--- src/rtl/mult_seq_pkg.sv ---
// Shared definitions for the iterative multiply sequencer: ALU control codes and FSM states.
// The NEG_* states exist only when MULT_SIGNED_EN is defined.
package mult_seq_pkg;

    localparam logic [3:0] ALU_AND = 4'b0000;
    localparam logic [3:0] ALU_OR  = 4'b0001;
    localparam logic [3:0] ALU_ADD = 4'b0010;
    localparam logic [3:0] ALU_SUB = 4'b0110;
    localparam logic [3:0] ALU_SLT = 4'b0111;
    localparam logic [3:0] ALU_NOR = 4'b1100;
    localparam logic [3:0] ALU_XOR = 4'b1101;

    localparam int ITER_LAST = 31;

    typedef enum logic [2:0] {
        S_IDLE       = 3'd0,
        S_ITER       = 3'd1,
        S_DONE       = 3'd2
`ifdef MULT_SIGNED_EN
        ,
        S_NEG_A      = 3'd3,
        S_NEG_B      = 3'd4,
        S_NEG_LO     = 3'd5,
        S_NEG_HI_NOT = 3'd6,
        S_NEG_HI_INC = 3'd7
`endif
    } state_t;

endpackage

--- src/rtl/mult_seq_carry.sv ---
// Carry-out of a 32-bit add reconstructed from the two operand MSBs and the sum MSB,
// so a sequencer can recover bit 32 from an ALU that only returns 32 bits.
module mult_carry (
    input  logic a_msb,
    input  logic b_msb,
    input  logic sum_msb,
    output logic carry
);

    assign carry = (a_msb & b_msb) | ((a_msb | b_msb) & ~sum_msb);

endmodule

--- src/rtl/mult_seq.sv ---
// 32x32->64 shift-and-add multiplier that borrows the shared ALU one operation per cycle.
// Define MULT_SIGNED_EN to compile in signed MULT (operand/result negation via the ALU).
module mult_seq
    import mult_seq_pkg::*;
#(
    parameter int WIDTH = 32
) (
    input  logic             clk,
    input  logic             reset,
    input  logic             start,
    input  logic             sgn,
    input  logic [WIDTH-1:0] a,
    input  logic [WIDTH-1:0] b,
    output logic             busy,
    output logic             done,
    output logic [WIDTH-1:0] hi,
    output logic [WIDTH-1:0] lo,
    output logic [3:0]       alu_ctl,
    output logic [WIDTH-1:0] alu_a,
    output logic [WIDTH-1:0] alu_b,
    input  logic [WIDTH-1:0] alu_out,
    input  logic             alu_z
);

    state_t           state_reg;
    logic [4:0]       cnt_reg;
    logic [WIDTH-1:0] hi_reg;
    logic [WIDTH-1:0] lo_reg;
    logic [WIDTH-1:0] mcand_reg;
    logic             busy_reg;
    logic             done_reg;
    logic             carry;

`ifdef MULT_SIGNED_EN
    logic             signed_reg;
    logic             neg_reg;
    logic             lo_zero_reg;
`else
    logic             unused_inputs;
    assign unused_inputs = ^{sgn, alu_z};
`endif

    mult_carry u_carry (
        .a_msb   (alu_a[WIDTH-1]),
        .b_msb   (alu_b[WIDTH-1]),
        .sum_msb (alu_out[WIDTH-1]),
        .carry   (carry)
    );

    // ALU drive is a pure function of the current state so alu_out is usable in the same cycle.
    always_comb begin
        alu_ctl = ALU_ADD;
        alu_a   = '0;
        alu_b   = '0;
        case (state_reg)
            S_ITER: begin
                alu_a = hi_reg;
                alu_b = mcand_reg;
            end
`ifdef MULT_SIGNED_EN
            S_NEG_A: begin
                alu_ctl = ALU_SUB;
                alu_b   = mcand_reg;
            end
            S_NEG_B, S_NEG_LO: begin
                alu_ctl = ALU_SUB;
                alu_b   = lo_reg;
            end
            S_NEG_HI_NOT: begin
                alu_ctl = ALU_NOR;
                alu_a   = hi_reg;
                alu_b   = hi_reg;
            end
            S_NEG_HI_INC: begin
                alu_a   = hi_reg;
                alu_b   = {{(WIDTH-1){1'b0}}, 1'b1};
            end
`endif
            default: ;
        endcase
    end

    always_ff @(posedge clk) begin
        if (reset) begin
            state_reg   <= S_IDLE;
            cnt_reg     <= '0;
            hi_reg      <= '0;
            lo_reg      <= '0;
            mcand_reg   <= '0;
            busy_reg    <= 1'b0;
            done_reg    <= 1'b0;
`ifdef MULT_SIGNED_EN
            signed_reg  <= 1'b0;
            neg_reg     <= 1'b0;
            lo_zero_reg <= 1'b0;
`endif
        end else begin
            case (state_reg)
                S_IDLE: begin
                    done_reg <= 1'b0;
                    if (start) begin
                        mcand_reg <= a;
                        lo_reg    <= b;
                        hi_reg    <= '0;
                        cnt_reg   <= '0;
                        busy_reg  <= 1'b1;
`ifdef MULT_SIGNED_EN
                        signed_reg <= sgn;
                        neg_reg    <= a[WIDTH-1] ^ b[WIDTH-1];
                        state_reg  <= sgn ? S_NEG_A : S_ITER;
`else
                        state_reg  <= S_ITER;
`endif
                    end
                end
                S_ITER: begin
                    if (lo_reg[0])
                        {hi_reg, lo_reg} <= {carry, alu_out, lo_reg[WIDTH-1:1]};
                    else
                        {hi_reg, lo_reg} <= {1'b0, hi_reg, lo_reg[WIDTH-1:1]};
                    cnt_reg <= cnt_reg + 5'd1;
                    if (cnt_reg == 5'(ITER_LAST)) begin
                        cnt_reg <= '0;
`ifdef MULT_SIGNED_EN
                        if (signed_reg) begin
                            state_reg <= S_NEG_LO;
                        end else begin
                            state_reg <= S_DONE;
                            busy_reg  <= 1'b0;
                            done_reg  <= 1'b1;
                        end
`else
                        state_reg <= S_DONE;
                        busy_reg  <= 1'b0;
                        done_reg  <= 1'b1;
`endif
                    end
                end
`ifdef MULT_SIGNED_EN
                // Operands become magnitudes; the sign is restored on the 64-bit result.
                S_NEG_A: begin
                    if (mcand_reg[WIDTH-1])
                        mcand_reg <= alu_out;
                    state_reg <= S_NEG_B;
                end
                S_NEG_B: begin
                    if (lo_reg[WIDTH-1])
                        lo_reg <= alu_out;
                    state_reg <= S_ITER;
                end
                S_NEG_LO: begin
                    if (neg_reg)
                        lo_reg <= alu_out;
                    lo_zero_reg <= alu_z;
                    state_reg   <= S_NEG_HI_NOT;
                end
                S_NEG_HI_NOT: begin
                    if (neg_reg)
                        hi_reg <= alu_out;
                    state_reg <= S_NEG_HI_INC;
                end
                S_NEG_HI_INC: begin
                    // The +1 ripples into hi only when the low word negated to zero.
                    if (neg_reg && lo_zero_reg)
                        hi_reg <= alu_out;
                    state_reg <= S_DONE;
                    busy_reg  <= 1'b0;
                    done_reg  <= 1'b1;
                end
`endif
                S_DONE: begin
                    done_reg  <= 1'b0;
                    state_reg <= S_IDLE;
                end
                default: begin
                    state_reg <= S_IDLE;
                    busy_reg  <= 1'b0;
                    done_reg  <= 1'b0;
                end
            endcase
        end
    end

    assign busy = busy_reg;
    assign done = done_reg;
    assign hi   = hi_reg;
    assign lo   = lo_reg;

endmodule

--- config.mk ---
export PLATFORM = sky130hd
export DESIGN_NAME = mult_seq
export DESIGN_NICKNAME = d
export VERILOG_FILES = /design/src/rtl/mult_seq_pkg.sv /design/src/rtl/mult_seq_carry.sv /design/src/rtl/mult_seq.sv
export SDC_FILE = /design/constraint.sdc
export NUM_CORES = 1
export LEC_CHECK = 0
export CAP_MARGIN = 10
export CORE_MARGIN = 2
export CORE_UTILIZATION = 35
export CTS_CLUSTER_DIAMETER = 60
export DETAILED_ROUTE_END_ITERATION = 8
export PLACE_DENSITY_LB_ADDON = 0.3
export SYNTH_ARGS = -nofsm -noshare
export SYNTH_HDL_FRONTEND = slang
export SYNTH_HIERARCHICAL = 1
export SYNTH_SLANG_ARGS = --single-unit
--- constraint.sdc ---
create_clock -name clk -period 5.15 [get_ports clk]
set_input_delay 1.03 -clock clk [delete_from_list [all_inputs] [get_ports clk]]
set_output_delay 1.03 -clock clk [all_outputs]
set_load 0.1 [all_outputs]
After elaboration in Yosys (flattened, before gate mapping)
Index checks and enable logic that the tools add are counted.

word-level totals
  output and inout port bits = 134
  logic and storage cells = 44
  input bits = 101
  bits in registers = 106

cells by class
  equal/unequal tests = 5
  reductions and logical operators = 7
  add/subtract/negate cells = 1
  bitwise gates (word level) = 7
  mux-type cells = 17

operators with widths
  cell                                           number
  2-to-1 mux 32 bit                              6
  one-hot mux 32 bit (2 select lines)            2
  2-to-1 mux 5 bit                               2
  one-hot mux 5 bit (2 select lines)             1
  2-to-1 mux 3 bit                               2
  one-hot mux 3 bit (2 select lines)             1
  AND reduction 2 bit                            3
  adder 5 x 1 -> 5 bit, second input constant    1
  == test 5 bit, second input constant           1
  inequality test 2 bit, second input constant   2
  == test 3 x 1 -> 1 bit, second input constant  1
  == test 3 x 2 -> 1 bit, second input constant  1
  zero test 3 bit                                1
  inverter 1 bit                                 3
  one-hot mux 1 bit (3 select lines)             1
  AND reduction 3 bit                            1
  AND 1 bit                                      2
  2-to-1 mux 1 bit                               2
  OR 1 bit                                       2
  nonzero test 2 bit                             1
  OR reduction 2 bit                             1

Logic depth before layout (Yosys ltp)
Gate-level depths: netlist of the first run.

  depth after elaboration = 7
  depth in mapped cells = 7
  mapped depth without buffers = 6

Hierarchy
The synthesis of the first run kept the hierarchy.

by module, submodules not included
  module      seq. area each (um^2)  area an instance (um^2)  cells an instance  instances
  mult_seq    2102.0                 4870.9                   508                1
  mult_carry  0.0                    15.0                     2                  1

Worst setup path before layout of the first run
No wires, ideal clock.

  kind = reg-to-output
  from = register hi_reg[31] (netlist: hi[31])
  to = output port alu_a[31]
  path buffers = 0
  data required time = 4120 ps
  setup slack = 2273 ps
  stages on the path, launching flop included = 2
  data arrival time = 1847 ps
  cell sequence = dfxtp_1 > and2_1

between the ends
  word-level cells in the longest chain between the ends = 1

ends and longest elaborated chain
  what                    line             RTL
  start, declared         mult_seq.sv:27   logic [WIDTH-1:0] hi_reg;
  start signal, assigned  mult_seq.sv:118  {hi_reg, lo_reg} <= {carry, alu_out, lo_reg[WIDTH-1:1]};
  start signal, assigned  mult_seq.sv:120  {hi_reg, lo_reg} <= {1'b0, hi_reg, lo_reg[WIDTH-1:1]};
  2-to-1 mux 32 bit       mult_seq.sv:55   case (state_reg)
  end, declared           mult_seq.sv:19   output logic [WIDTH-1:0] alu_a,

Every way passes these cells.

Worst setup path after layout of the first run
  from = register state_reg[0]
  to = output port alu_b[31]

between the ends
  word-level cells in the longest chain between the ends = 2

ends and longest elaborated chain
  what                    line             RTL
  start, declared         mult_seq.sv:25   state_t state_reg;
  start signal, assigned  mult_seq.sv:85   state_reg <= S_IDLE;
  start signal, assigned  mult_seq.sv:112  state_reg <= S_ITER;
  start signal, assigned  mult_seq.sv:133  state_reg <= S_DONE;
  == test 3 x 1 -> 1 bit  mult_seq.sv:55
  2-to-1 mux 32 bit       mult_seq.sv:55
  end, declared           mult_seq.sv:20   output logic [WIDTH-1:0] alu_b,

Every way passes these cells.

==> flow_summary.ini, run 1 <==
[timing]
min_period_over_period = 0.814
timing.fmax_mhz = 239
finalHoldWorstSlack_ps = 488
worst-slew-pin-transition_ps = 1160
worst_slack_setup_final_ps = 959
final-setup-viol-count = 0
slew-limit-headroom = 0.226
hold_violations = 0
min_period_ps = 4190
grt_setup_unrepaired = no
timing.final.max_slew_violations = 0
fin_tns_setup_ps = 0
skew_final_ps = 5.65

[logic_synthesis]
synth_cell_type_count = 35
synth_top_flop_cell = dfxtp_1
synth-warning-count = 6
synth_enable_flop_cells = 0
post_synthesis_cell_area_um2 = 4890
synthCells = 510
syn-mean-instance-area_um2 = 9.58
synth_sequential_area_ratio = 0.430
async_reset_ff_frac = 0
yosys_register_bits = 105

[grt]
pin_count_of_the_biggest_net_entering_global_routing = 106
grt_pass1_wl_um = 20400
grt_remaining_overflow = 0
grt_pass1_vias = 4040
grt_use_total = 0.172
grt_antenna_before_repair = 0

[cells_and_area]
antenna-diode-count = 0
layout.core_utilization = 0.539
layout-drive-gt1-share = 0.0789
nets = 808
finish.cell_count_without_fillers = 890
final_area_um2 = 7420
area_growth_pct = 51.9

[worst_setup_path]
crit_path_slowest_cell = clkdlybuf4s50_1
crit_path_max_fanout = 61
end_kind = primary output
reg2reg_setup_slack_ps = 3000
critical_path.max_stage_delay_ps = 1170
path_cells = and2b_2 -> buf_12 -> and2_1 -> clkdlybuf4s50_1
critical_path.startpoint_type = register
timing.critical_path.arrival_ps = 3160
cp_data_required_time_ps = 4120
reg2reg_depth = 6
critical_path_type = register to primary output
crit-reg2reg-capture = hi[31]
critical_path.reg2reg.startpoint = state_reg[1]

[floorplanning]
dieWidth_um = 122
core.rowCount = 43
die_h_um = 122
coreArea_um2 = 13800
design.die.area_um2 = 14900
pin_count = 235
start_util = 0.355

[drt]
drt-wirelength-per-cell_um = 14.7
detailroute.via_count = 4245
route.detailed.vias_per_inst = 4.77
dr.first_iter.drc_count = 151
drt_pass1_iterations = 4
routed_wl_um = 13100
route.detailed.drc = 0
post_route_ant_nets = 0

[placed_design]
place.gp.congestion = 0.732
dp.final_hpwl_um = 8980
port-buffer-count = 228
placed_area_um2 = 7130
placedCellCount = 874
pre_cts_slack_ps = 1310

[pwr]
combPwrFrac = 0.286
clkPwrFrac = 0.306
sequential_group_share_of_total_power = 0.408
p_leak_nw = 2.92
power_density_nw_per_um2 = 298
net-switching-power_mw = 0.769
swShare = 0.347
vdd_ir_drop_max_mv = 0.212
internal_power_mw = 1.45
total_power_mw = 2.22

[worst_hold_path]
startpoint_of_the_lowest_slack_hold_path = cnt_reg[0]
hold_end = cnt_reg[0]
worst_hold_class = register to register
timing.hold.worst_path_depth = 2

[clocking]
postCtsResizedCells = 0
clkSlewWorstSetupHoldPaths_ps = 70
clockRootBuffer = clkbuf_16
hold_buffers = 0
cts.path.max_buffers = 2
clk-insertion-delay-late_ps = 350
tritoncts.num_buffers = 9
post_cts_setup_driven_buffer_insertion_count = 0
cts_tree = yes
cts_sinks = 105
cts.htree.levels = 3

[flow_run]
max-cap-violations = 0

[run_status]
result_of_the_run = finished clean
## critical path: cells and delay by family (launching register included)
| family | cells | cell delay (ps) |
|---|---|---|
| buffers and inverters | 2 | 1480 |
| flip-flops | 1 | 450 |
| AND/OR/NAND/NOR | 2 | 830 |
## worst max-delay path by stage
stage	start	to	slack (ps)
2_1_floorplan	hi[31]	alu_a[31]	2270
3_3_place_gp	state_reg[0]	alu_b[31]	1350
3_5_place_dp	state_reg[0]	alu_b[31]	1310
4_1_cts	state_reg[0]	alu_b[31]	920
5_1_grt	state_reg[0]	alu_b[31]	820
6_report	state_reg[0]	alu_b[31]	960
## placed cells by master (no fill, tap or decap), types with 2 or more instances in the layout
master / Yosys / routed
clkdlybuf4s50_1: 0 / 227
dfxtp_1: 105 / 104
nor2_1: 101 / 101
and2_1: 64 / 64
mux2i_1: 64 / 64
a22oi_1: 33 / 33
a211oi_1: 33 / 33
mux2_2: 31 / 31
clkbuf_16: 0 / 9
conb_1: 2 / 4
a21oi_1: 3 / 3
buf_4: 8 / 3
inv_1: 2 / 2
nand2_1: 2 / 2
a32oi_1: 2 / 2
nor3_1: 2 / 2
ha_1: 2 / 2
clkinv_2: 0 / 2
clkbuf_1: 18 / 2
## power by group through the flow
stage,Combinational (mW),Sequential (mW),Clock [mW]
floorplan,0.264,1.12,0
global placement,0.631,0.919,0
detailed placement,0.636,0.921,0
CTS,0.638,0.903,0.703
global route,0.666,0.910,0.733
finish,0.633,0.903,0.679
## metal layers
| layer | global-route usage | vias to the layer above | part of all wire |
|---|---|---|---|
| li1 | - | 2140 | - |
| met1 | 0.210 | 1964 | 0.43 |
| met2 | 0.277 | 134 | 0.47 |
| met3 | 0.0787 | 7 | 0.090 |
| met4 | 0.0374 | 0 | 0.0089 |
| met5 | 0 | - | 0 |
## final cells by class
type | instances | area, um^2
sequential | 105 | 2100
clock inverter | 5 | 56.3
clock buffer | 11 | 233
multi-input combinational | 356 | 2480
timing repair buffer | 231 | 2310
fill | 1271 | 6350
inverter | 2 | 7.51
tap | 180 | 225
## cell usage after synthesis (3+ instances only)
master,instances,share of area
a211oi_1,33,0.051
a21oi_1,3,0.0031
dfxtp_1,105,0.43
mux2i_1,64,0.13
mux2_2,31,0.071
clkbuf_1,18,0.014
and2_1,64,0.082
buf_12,3,0.012
buf_6,4,0.0092
nor2_1,101,0.078
buf_4,8,0.012
buf_2,15,0.015
a22oi_1,33,0.051
## cells by family (layout without fill, tap and decap cells)
| family | Yosys count | count (layout) | synth area share |
|---|---|---|---|
| simple gates | 179 | 179 | 0.178 |
| flops | 105 | 105 | 0.430 |
| mux | 95 | 95 | 0.203 |
| compound gates | 74 | 74 | 0.113 |
| buf+inv | 51 | 249 | 0.0653 |
| fa+ha+maj | 3 | 3 | 0.00743 |
| other cells | 2 | 4 | 0.00154 |
| xor+xnor | 1 | 1 | 0.00179 |
No activity file was read; power rests on OpenSTA's default activity.
==> run 2: changes to the inputs <==
Clock period 5.15 ns to 3.8 ns, I/O delays scaled along.
==> flow_summary.ini, run 2 (synthesis results as in run 1) <==
[run_status]
result_of_the_run = finished clean

[cells_and_area]
area_growth_pct = 49.1
fillCellCount = 1289
layout-drive-gt1-share = 0.175
multiInputGateArea_um2 = 2480
nets = 812
ff_latch_area_um2 = 2100
mostFrequentLayoutCell = clkdlybuf4s50_1
most-common-layout-cells = clkdlybuf4s50_1 (162), dfxtp_1 (104), nor2_1 (101)
antenna-diode-count = 0

[clocking]
cts.htree.levels = 3
hold_buffers = 0
tritoncts.num_buffers = 9
clkSlewWorstSetupHoldPaths_ps = 70
clk-insertion-delay-late_ps = 350
clockRootBuffer = clkbuf_16
postCtsResizedCells = 0
cts_sinks = 105
cts_tree = yes
cts.path.max_buffers = 2
post_cts_setup_driven_buffer_insertion_count = 0

[flow_run]
max-cap-violations = 0

[worst_setup_path]
crit-reg2reg-capture = hi[15]
critical_path.startpoint_type = register
path_cells = and2b_2 -> buf_4 -> and2_1 -> buf_4
reg2reg_setup_slack_ps = 1770
timing.critical_path.mode_cell = buf_4
worst-path-buf-inv = 2
crit_path_max_fanout = 45
crit_path_slowest_cell = and2b_2
reg2reg_depth = 5
critical_path.reg2reg.startpoint = state_reg[0]
critical_path_type = register to primary output
cp_data_required_time_ps = 3040
critical_path.top_delay_family = simple AND/OR/NAND/NOR gates
end_kind = primary output
timing.critical_path.arrival_ps = 2310
critical_path.max_stage_delay_ps = 680

[worst_hold_path]
hold_end = mcand_reg[31]
startpoint_of_the_lowest_slack_hold_path = mcand_reg[31]
timing.hold.worst_path_depth = 2
worst_hold_class = register to register

[floorplanning]
die_h_um = 122
dieWidth_um = 122
design.die.area_um2 = 14900
pin_count = 235
start_util = 0.355
coreArea_um2 = 13800
core.rowCount = 43

[drt]
drt-wirelength-per-cell_um = 15.0
route.detailed.vias_per_inst = 4.83
post_route_ant_nets = 0
route.detailed.drc = 0
detailroute.via_count = 4321
drt_pass1_iterations = 4
dr.first_iter.drc_count = 167
routed_wl_um = 13400

[timing]
min_period_ps = 3070
hold_violations = 0
skew_final_ps = 7.61
min_period_over_period = 0.808
final-setup-viol-count = 0
finalHoldWorstSlack_ps = 483
slew-limit-headroom = 0.277
fin_tns_setup_ps = 0
timing.fmax_mhz = 326
worst-slew-pin-transition_ps = 1080
timing.final.max_slew_violations = 0
grt_setup_unrepaired = no

[pwr]
power_density_nw_per_um2 = 414
p_leak_nw = 3.07
vdd_ir_drop_max_mv = 0.292

[grt]
pin_count_of_the_biggest_net_entering_global_routing = 106
grt_remaining_overflow = 0
grt_pass1_vias = 4069
grt_pass1_wl_um = 20400
grt_use_total = 0.172
grt_antenna_before_repair = 0

[placed_design]
port-buffer-count = 228
place.gp.congestion = 0.741
dp.final_hpwl_um = 9270
run 2: changes by cell type in the layout (fill, tap and decap cells not counted), sizes merged:
cell / before / now
buf: 4 / 73
clkbuf: 11 / 12
clkinv: 3 / 1
inv: 2 / 3
clkdlybuf4s50: 227 / 162
run 2: routing by layer:
metal | up-vias | track usage | share of wire
li1 | 2144 | - | -
met1 | 2029 | 0.210 | 0.43
met2 | 136 | 0.287 | 0.48
met3 | 12 | 0.0595 | 0.076
met4 | 0 | 0.0496 | 0.013
met5 | - | 0 | 0
run 2: worst max-delay path by stage:
stage / depth (start not counted) / from / endpoint / slack, ps
final: 4 / state_reg[0] / alu_a[3] / 730
after CTS: 4 / state_reg[0] / alu_a[3] / 680
after detailed placement: 4 / state_reg[0] / alu_a[3] / 1060
after global placement: 4 / state_reg[0] / alu_a[4] / 1100
after global routing: 4 / state_reg[0] / alu_a[7] / 540
after floorplan: 1 / hi[31] / alu_a[31] / 1190
run 2: worst min-delay path: stages, from the launching register on:
cell and delay (ps):
dfxtp_1 320, mux2i_1 60, nor2_1 70
run 2: final cells by class:
type	count	area share
Clock inverter	4	0.00704
Inverter	2	0.00103
Sequential cell	105	0.289
Clock buffer	12	0.0338
Timing Repair Buffer	235	0.298
Multi-Input combinational cell	356	0.341
Tap cell	180	0.0309
run 2: per-stage QoR:
stage | util | cells | setup slack, ps | power [mW] | area, um^2
after CTS | 0.529 | 894 | 681 | 3.06 | 7290
after global placement | 0.507 | 878 | 1100 | 2.10 | 6990
after detailed placement | 0.507 | 878 | 1060 | 2.11 | 6990
after global routing | 0.529 | 894 | 543 | 3.15 | 7290
final | 0.529 | 894 | 729 | 3.02 | 7290
after floorplan | - | 512 | 1190 | 1.88 | 4890
run 2: power breakdown:
group	internal (mW)	total, mW	switching, mW
registers	1.17	1.21	0.0457
logic	0.280	0.872	0.592
clock network	0.531	0.935	0.404
